==> config.mk <==
export PLATFORM = sky130hd
export DESIGN_NAME = uart_rx
export DESIGN_NICKNAME = d
export VERILOG_FILES = /design/src/rtl/uart_rx.sv
export SDC_FILE = /design/constraint.sdc
export NUM_CORES = 1
export LEC_CHECK = 0
export BUFFER_PORTS_ARGS = -buffer_cell sky130_fd_sc_hd__buf_4
export CAP_MARGIN = 20
export CORE_MARGIN = 5
export CORE_UTILIZATION = 28
export CTS_BUF_LIST = sky130_fd_sc_hd__clkbuf_4
export CTS_CLUSTER_DIAMETER = 50
export CTS_CLUSTER_SIZE = 24
export DETAILED_ROUTE_END_ITERATION = 10
export PLACE_DENSITY_LB_ADDON = 0.1
export SLEW_MARGIN = 30
export SYNTH_ARGS = -nofsm -noshare
export SYNTH_HDL_FRONTEND = slang
export SYNTH_SLANG_ARGS = --single-unit
==> constraint.sdc <==
create_clock -name clk -period 2.55 [get_ports clk]
set_input_delay 0.3825 -clock clk [delete_from_list [all_inputs] [get_ports clk]]
set_output_delay 0.3825 -clock clk [all_outputs]
set_load 0.005 [all_outputs]
==> src/rtl/uart_rx.sv <==
// 8N1 UART receiver with 16x oversampling, two-flop input synchronizer and a
// valid/ack output handshake; baud rate chosen per frame by baud_sel.
module uart_rx #(
    parameter int CLK_HZ = 50_000_000
) (
    input  logic       clk,
    input  logic       rst_n,
    input  logic       rx,
    input  logic [2:0] baud_sel,
    input  logic       ack,
    output logic [7:0] data,
    output logic       valid,
    output logic       framing_err,
    output logic       overrun,
    output logic       busy
);

    function automatic int div_for(input int baud);
        return (CLK_HZ + 8 * baud) / (16 * baud);
    endfunction

    localparam logic [15:0] MAX_4800   = 16'(div_for(4800) - 1);
    localparam logic [15:0] MAX_9600   = 16'(div_for(9600) - 1);
    localparam logic [15:0] MAX_19200  = 16'(div_for(19200) - 1);
    localparam logic [15:0] MAX_38400  = 16'(div_for(38400) - 1);
    localparam logic [15:0] MAX_57600  = 16'(div_for(57600) - 1);
    localparam logic [15:0] MAX_115200 = 16'(div_for(115200) - 1);

    typedef enum logic [1:0] {
        IDLE,
        START,
        DATA,
        STOP
    } state_t;

    state_t      state;
    state_t      state_next;
    logic        rx_meta;
    logic        rx_sync;
    logic        rx_prev;
    logic        fall;
    logic [2:0]  baud_lat;
    logic [15:0] div_cnt;
    logic [15:0] div_max;
    logic        tick;
    logic [3:0]  sample_cnt;
    logic [2:0]  bit_cnt;
    logic [7:0]  shift_reg;
    logic        start_frame;
    logic        clr_sample;
    logic        shift_en;
    logic        stop_eval;

    always_ff @(posedge clk) begin
        if (!rst_n) begin
            rx_meta <= 1'b1;
            rx_sync <= 1'b1;
            rx_prev <= 1'b1;
        end else begin
            rx_meta <= rx;
            rx_sync <= rx_meta;
            rx_prev <= rx_sync;
        end
    end

    assign fall = rx_prev & ~rx_sync;

    always_comb begin
        case (baud_lat)
            3'b000:  div_max = MAX_4800;
            3'b001:  div_max = MAX_19200;
            3'b010:  div_max = MAX_38400;
            3'b011:  div_max = MAX_57600;
            3'b101:  div_max = MAX_115200;
            default: div_max = MAX_9600;
        endcase
    end

    assign tick = (state != IDLE) && (div_cnt == div_max);
    assign busy = (state != IDLE);

    always_ff @(posedge clk) begin
        if (!rst_n) begin
            state <= IDLE;
        end else begin
            state <= state_next;
        end
    end

    // Start bit is checked at its middle (8th tick); later bits every 16 ticks.
    always_comb begin
        state_next  = state;
        start_frame = 1'b0;
        clr_sample  = 1'b0;
        shift_en    = 1'b0;
        stop_eval   = 1'b0;
        case (state)
            IDLE: begin
                if (fall) begin
                    state_next  = START;
                    start_frame = 1'b1;
                end
            end
            START: begin
                if (tick && sample_cnt == 4'd7) begin
                    if (!rx_sync) begin
                        state_next = DATA;
                        clr_sample = 1'b1;
                    end else begin
                        state_next = IDLE;
                    end
                end
            end
            DATA: begin
                if (tick && sample_cnt == 4'd15) begin
                    shift_en = 1'b1;
                    if (bit_cnt == 3'd7) begin
                        state_next = STOP;
                    end
                end
            end
            STOP: begin
                if (tick && sample_cnt == 4'd15) begin
                    stop_eval  = 1'b1;
                    state_next = IDLE;
                end
            end
            default: state_next = IDLE;
        endcase
    end

    always_ff @(posedge clk) begin
        if (!rst_n) begin
            baud_lat   <= 3'b100;
            div_cnt    <= '0;
            sample_cnt <= '0;
            bit_cnt    <= '0;
            shift_reg  <= '0;
        end else begin
            if (start_frame) begin
                baud_lat <= baud_sel;
            end
            if (state == IDLE || tick) begin
                div_cnt <= '0;
            end else begin
                div_cnt <= div_cnt + 16'd1;
            end
            if (start_frame || clr_sample) begin
                sample_cnt <= '0;
            end else if (tick) begin
                sample_cnt <= sample_cnt + 4'd1;
            end
            if (start_frame) begin
                bit_cnt <= '0;
            end else if (shift_en) begin
                bit_cnt <= bit_cnt + 3'd1;
            end
            if (shift_en) begin
                shift_reg <= {rx_sync, shift_reg[7:1]};
            end
        end
    end

    // A byte load takes priority over a simultaneous ack.
    always_ff @(posedge clk) begin
        if (!rst_n) begin
            data        <= 8'h00;
            valid       <= 1'b0;
            framing_err <= 1'b0;
            overrun     <= 1'b0;
        end else begin
            framing_err <= stop_eval & ~rx_sync;
            overrun     <= stop_eval & rx_sync & valid;
            if (stop_eval && rx_sync) begin
                data  <= shift_reg;
                valid <= 1'b1;
            end else if (ack) begin
                valid <= 1'b0;
            end
        end
    end

endmodule

==> qor.txt, run 1 <==
Status - completed
Final Hold Fails - 0
Final period util - 95.9%
Final Core Density - 33.3%
WP buf/inv - 0
Reg2reg start - div_cnt[10]$_SDFF_PP0_
Max-slew violation count - 0
Async S/R FF share, synth - 0%
Critical path endpoint category - register
Final WL - 5530 um
Drt pass-1 iters - 4
Crit path time final - 2.45 ns
Initial antenna violation count - 0
Max FFs per register - 16
Number of cells on the critical path - 6
Grt ovf - 0
DIE WIDTH - 102 um
Starting Density - 29.0%
CTS tree - yes
# port buffers - 18
Critical-path cell list - or4_1 > a2111o_1 > a31o_4 > or3_4 > or3_1 > a21oi_1
Nets - 305
Leak - 0.969 nW
Fmax - 0.409 GHz
Inserted Diodes - 0
Gpl congestion - 0.784
Routed len/inst - 13.8 um
Synth Area per Inst - 8.82 sq um
Die height - 102 um
Critical Path Start Type - register
Core area - 8260 sq um
Distinct cells, synth - 53
Dpl cell area - 2690 sq um
Pwr dens - 449 nW/um^2
Clk sinks - 50
Top Ports - 19
Synth Warn # - 0
Drt initial violations - 70
Cells on Worst Hold Path - 2
Setup TNS - 0 ns
Slew headroom - 53.0%
RR Endpoint - sample_cnt[2]$_SDFFE_PP0P_
H-Tree Depth - 2
Rows - 33
Crit path max fanout - 6
CTS Buf Count - 5
Crit path max-delay family - simple AND/OR/NAND/NOR gates
Clock slew at reported path FFs - 0.16 ns
DRT antenna net count - 0
Fill count - 903
Ys flop type - dfxtp_1
Hold endpoint - rx_meta$_SDFF_PN1_
CTS max path bufs - 2
Yosys reg bits - 50
Crit-path max cell delay - 0.51 ns
Avg Vias per Cell - 4.79
Syn-to-layout area delta - 15.2%
Worst-Margin Slew - 0.705 ns
Hold Path Class - in2reg
Number of synthesized flops with an enable pin - 0
Critical path class - reg2reg
Hold Crit Start - rx
DP Wirelength - 4070 um
Maximum VDD drop - 0.182 mV
Max-Cap Viols - 0
Die area - 10500 sq um
First-pass GRT wire length - 9550 um
R2R depth - 6
# setup viols final - 0
Worst EP arrival - 2.77 ns
Worst path slowest cell - or4_1
Layout cells sized above 1 - 17.3%
Vias in the first global route - 1872
Cells after synthesis - 271
Worst skew pair latency - 0.37 ns
Final Instance Area - 2750 sq um
Cts hold-fix bufs - 0
Synth Cell Area - 2390 sq um
Clk_skew - 0.0168 ns
Synthesized net count - 282
Vias - 1917
CTS root buf - clkbuf_4
Post-synthesis sequential area ratio - 41.9%
Worst R2R Setup Slack - 0.10 ns
DRC Markers - 0
RSZ-0062 raised after global routing - no
Overall Global Routing Usage - 11.4%
Pin count of the biggest net entering global routing - 22
Critical Path RT - 2.87 ns
cells in the mapped netlist, types with 5 or more instances:
library cell,instances,area [sq um]
dfxtp_1,50,1000
nor2_1,41,154
nand3_1,16,80.1
mux2i_1,15,150
a21oi_1,11,55.1
clkbuf_1,10,37.5
inv_1,9,33.8
xnor2_1,9,78.8
xor2_1,8,70.1
o21ai_0,7,35.0
and3_1,6,37.5
nand2_1,6,22.5
nand2b_1,6,37.5
nor3_1,5,25.0
stage by stage:
stage / setup slack [ns] / cells / hold WS, ns / power [mW]
final: 0.103 / 400 / 0.186 / 1.24
after global routing: 0.0144 / 400 / 0.161 / 1.30
after CTS: 0.0415 / 400 / 0.175 / 1.26
after detailed placement: 0.0583 / 392 / 0.397 / 0.874
after global placement: 0.118 / 392 / 0.394 / 0.875
after floorplan: 0.153 / 271 / 0.386 / 0.849
logic make-up after synthesis:
logic type / share of synthesized area, %
adders and majority gates: 2.09
xor gates and xnor gates: 6.23
DFF: 41.9
AOI/OAI and AO/OA: 12.6
and+or+nand+nor: 26.7
muxes: 6.28
buffers and inverters: 4.24
power breakdown:
| part | switching, mW | leakage [nW] | internal (mW) |
|---|---|---|---|
| Combinational | 0.0361 | 0.533 | 0.0281 |
| Clock | 0.270 | 0.0328 | 0.109 |
| Sequential | 0.00616 | 0.404 | 0.787 |
| Total | 0.312 | 0.969 | 0.924 |
worst reg2reg max path, cell delays in order, from the launching register on:
cell      delay, ns
dfxtp_1        0.36
or4_1          0.51
a2111o_1       0.42
a31o_4         0.25
or3_4          0.38
or3_1          0.35
a21oi_1        0.14
per-layer routing:
metal  up-vias  global-route usage [%]  wire [um]
li1        996                       -          -
met1       891                    16.8       2950
met2        24                    16.6       2380
met3         6                    2.39        131
met4         0                    3.33         72
met5         -                       0          0
layout by cell type (no fill, tap or decap), drive strengths merged, types with 4 or more instances in the layout:
cell	netlist	routed
nand2b	6	6
inv	9	9
a21oi	11	11
mux2i	15	15
ha	4	4
buf	4	31
and3	6	6
clkbuf	11	5
and2	4	4
nor2b	4	4
xor2	8	8
nor4	6	6
or3	4	4
nor2	41	41
nor3	5	5
dfxtp	50	50
nand2	6	6
o21ai	11	11
nand3	16	16
xnor2	9	9
repair_timing:
item | CTS | global route
resized for setup | 0 | 6
buffers inserted | 0 | 0
endpoints found under the setup margin | 0 | 17
cell type report:
class	instances	area [sq um]	area share, %
multi-input combinational	197	1290	47.0
sequential	50	1000	36.4
inverter	9	33.8	1.23
tap	105	131	4.77
clock inverter	3	21.3	0.772
timing repair buffer	31	233	8.45
clock buffer	5	37.5	1.36
worst max-delay path by stage:
stage / startpoint / endpoint / slack, ns
detailed placement: div_cnt[10]$_SDFF_PP0_ / data[0]$_SDFFE_PN0P_ / 0.06
global placement: div_cnt[10]$_SDFF_PP0_ / data[3]$_SDFFE_PN0P_ / 0.12
floorplan: div_cnt[13]$_SDFF_PP0_ / div_cnt[13]$_SDFF_PP0_ / 0.15
finish: div_cnt[10]$_SDFF_PP0_ / sample_cnt[2]$_SDFFE_PP0P_ / 0.10
global route: div_cnt[10]$_SDFF_PP0_ / data[2]$_SDFFE_PN0P_ / 0.01
CTS: div_cnt[10]$_SDFF_PP0_ / data[0]$_SDFFE_PN0P_ / 0.04
(Power assumes the default switching activity.)
==> run 2: changes to the inputs <==
==> constraint.sdc (replaced) <==
create_clock -name clk -period 2.86 [get_ports clk]
set_input_delay 0.429 -clock clk [delete_from_list [all_inputs] [get_ports clk]]
set_output_delay 0.429 -clock clk [all_outputs]
set_load 0.005 [all_outputs]
==> qor.txt, run 2 (same netlist as run 1, synthesis figures left out) <==
Status - completed
Sequential share of power - 59.1%
Crit path max-delay family - simple AND/OR/NAND/NOR gates
Clk pwr share - 36.5%
Post-route insts no fill - 393
Max-Cap Viols - 0
Int Power - 913 uW
Clk_skew - 0.0140 ns
Grt ovf - 0
Critical path endpoint category - register
Max FFs per register - 16
WP buf/inv - 0
Pwr Total - 1.20 mW
Starting Density - 29.0%
Final Instance Area - 2720 sq um
Cells after DPL - 385
Gr busiest metal - met2
Clock slew at reported path FFs - 0.17 ns
CTS tree - yes
Leak - 0.945 nW
Worst EP arrival - 2.93 ns
Syn-to-layout area delta - 13.8%
H-Tree Depth - 2
Most frequent cells in the layout - 50 x dfxtp_1, 41 x nor2_1, 24 x buf_4
Switching Power - 286 uW
Pwr dens - 441 nW/um^2
CTS root buf - clkbuf_4
Critical path class - reg2reg
Final period util - 91.6%
Die area - 10500 sq um
DRC Markers - 0
Worst path slowest cell - dfxtp_1
Multi-input gate area - 1290 sq um
Setup TNS - 0 ns
Avg Vias per Cell - 4.79
DP Wirelength - 3880 um
Final WL - 5370 um
Vias in the first global route - 1754
Setup bufs post-CTS - 0
Routed len/inst - 13.7 um
Met3 Usage GRT - 2.25%
Final Hold Fails - 0
Worst-Margin Slew - 0.979 ns
Combinational power share - 4.4%
Worst skew pair latency - 0.37 ns
Rows - 33
Die height - 102 um
Hold Path Class - in2reg
Drt pass-1 iters - 4
CTS Buf Count - 5
Crit path time final - 2.62 ns
Critical Path RT - 3.17 ns
Dpl cell area - 2640 sq um
# setup viols final - 0
Layout cells sized above 1 - 14.6%
Maximum VDD drop - 0.193 mV
Pin count of the biggest net entering global routing - 22
Max-slew violation count - 0
DRT antenna net count - 0
Gpl congestion - 0.789
Top Ports - 19
Critical-path cell list - or3b_2 > a221oi_1 > nor2_1 > or3_4 > or3_1 > a21oi_1
Initial antenna violation count - 0
Vias - 1883
Clk sinks - 50
Crit path max fanout - 13
First-pass GRT wire length - 8890 um
Met2 global-route usage - 16.0%
Slew headroom - 34.4%
Fmax - 0.382 GHz
Cts hold-fix bufs - 0
Met1 track demand over resource - 15.6%
Nets - 298
Post_cts resized - 0
Seq. cell area - 1000 sq um
Overall Global Routing Usage - 10.8%
DIE WIDTH - 102 um
CTS max path bufs - 2
RSZ-0062 raised after global routing - no
Most common library cell in the layout ignoring fill and taps - dfxtp_1
Net Sw Frac - 23.8%
Inserted Diodes - 0
# port buffers - 18
Drt initial violations - 96
Crit-path max cell delay - 0.58 ns
Core area - 8260 sq um
Critical Path Start Type - register
Fill count - 909
-- run 2: metrics by stage --
step                util [%]  setup WS [ns]  hold slack, ns
floorplan                  -          0.463           0.386
global placement        31.9          0.345           0.389
detailed placement      31.9          0.313           0.391
CTS                     32.9          0.254           0.218
global route            32.9         0.0387           0.203
finish                  32.9          0.241           0.239
-- run 2: power by group through the flow --
stage	Combinational [mW]	Clock (mW)	Sequential, mW
6_report	0.0522	0.438	0.709
5_1_grt	0.0578	0.481	0.710
4_1_cts	0.0528	0.460	0.709
3_5_place_dp	0.0525	0	0.723
3_3_place_gp	0.0536	0	0.723
2_1_floorplan	0.0384	0	0.719
-- run 2: path summary, 6_finish.rpt --
| check | start | slack (ns) | to | depth (start not counted) |
|---|---|---|---|---|
| min | rx | 0.24 | rx_meta$_SDFF_PN1_ | 2 |
| max reg2reg | baud_lat[1]$_SDFFE_PN0P_ | 0.24 | sample_cnt[2]$_SDFFE_PP0P_ | 6 |
| min reg2reg | rx_meta$_SDFF_PN1_ | 0.43 | rx_sync$_SDFF_PN1_ | 1 |
| max | baud_lat[1]$_SDFFE_PN0P_ | 0.24 | sample_cnt[2]$_SDFFE_PP0P_ | 6 |
-- run 2: worst register-to-register path, stage by stage (launching register included) --
cell and delay [ns]:
dfxtp_1 0.58, or3b_2 0.48, a221oi_1 0.39, nor2_1 0.16, or3_4 0.44, or3_1 0.37, a21oi_1 0.14
-- run 2: per-layer routing --
metal,up-vias,wire (um)
met1,876,2920
li1,987,-
met5,-,0
met2,16,2260
met4,0,53
met3,4,136
-- run 2: layout make-up --
cell class                 instances  area share, %
sequential                        50           36.8
clock buffer                       5           1.38
timing repair buffer              24           6.62
tap                              105           4.83
clock inverter                     3           1.75
multi-input combinational        197           47.4
inverter                           9           1.24
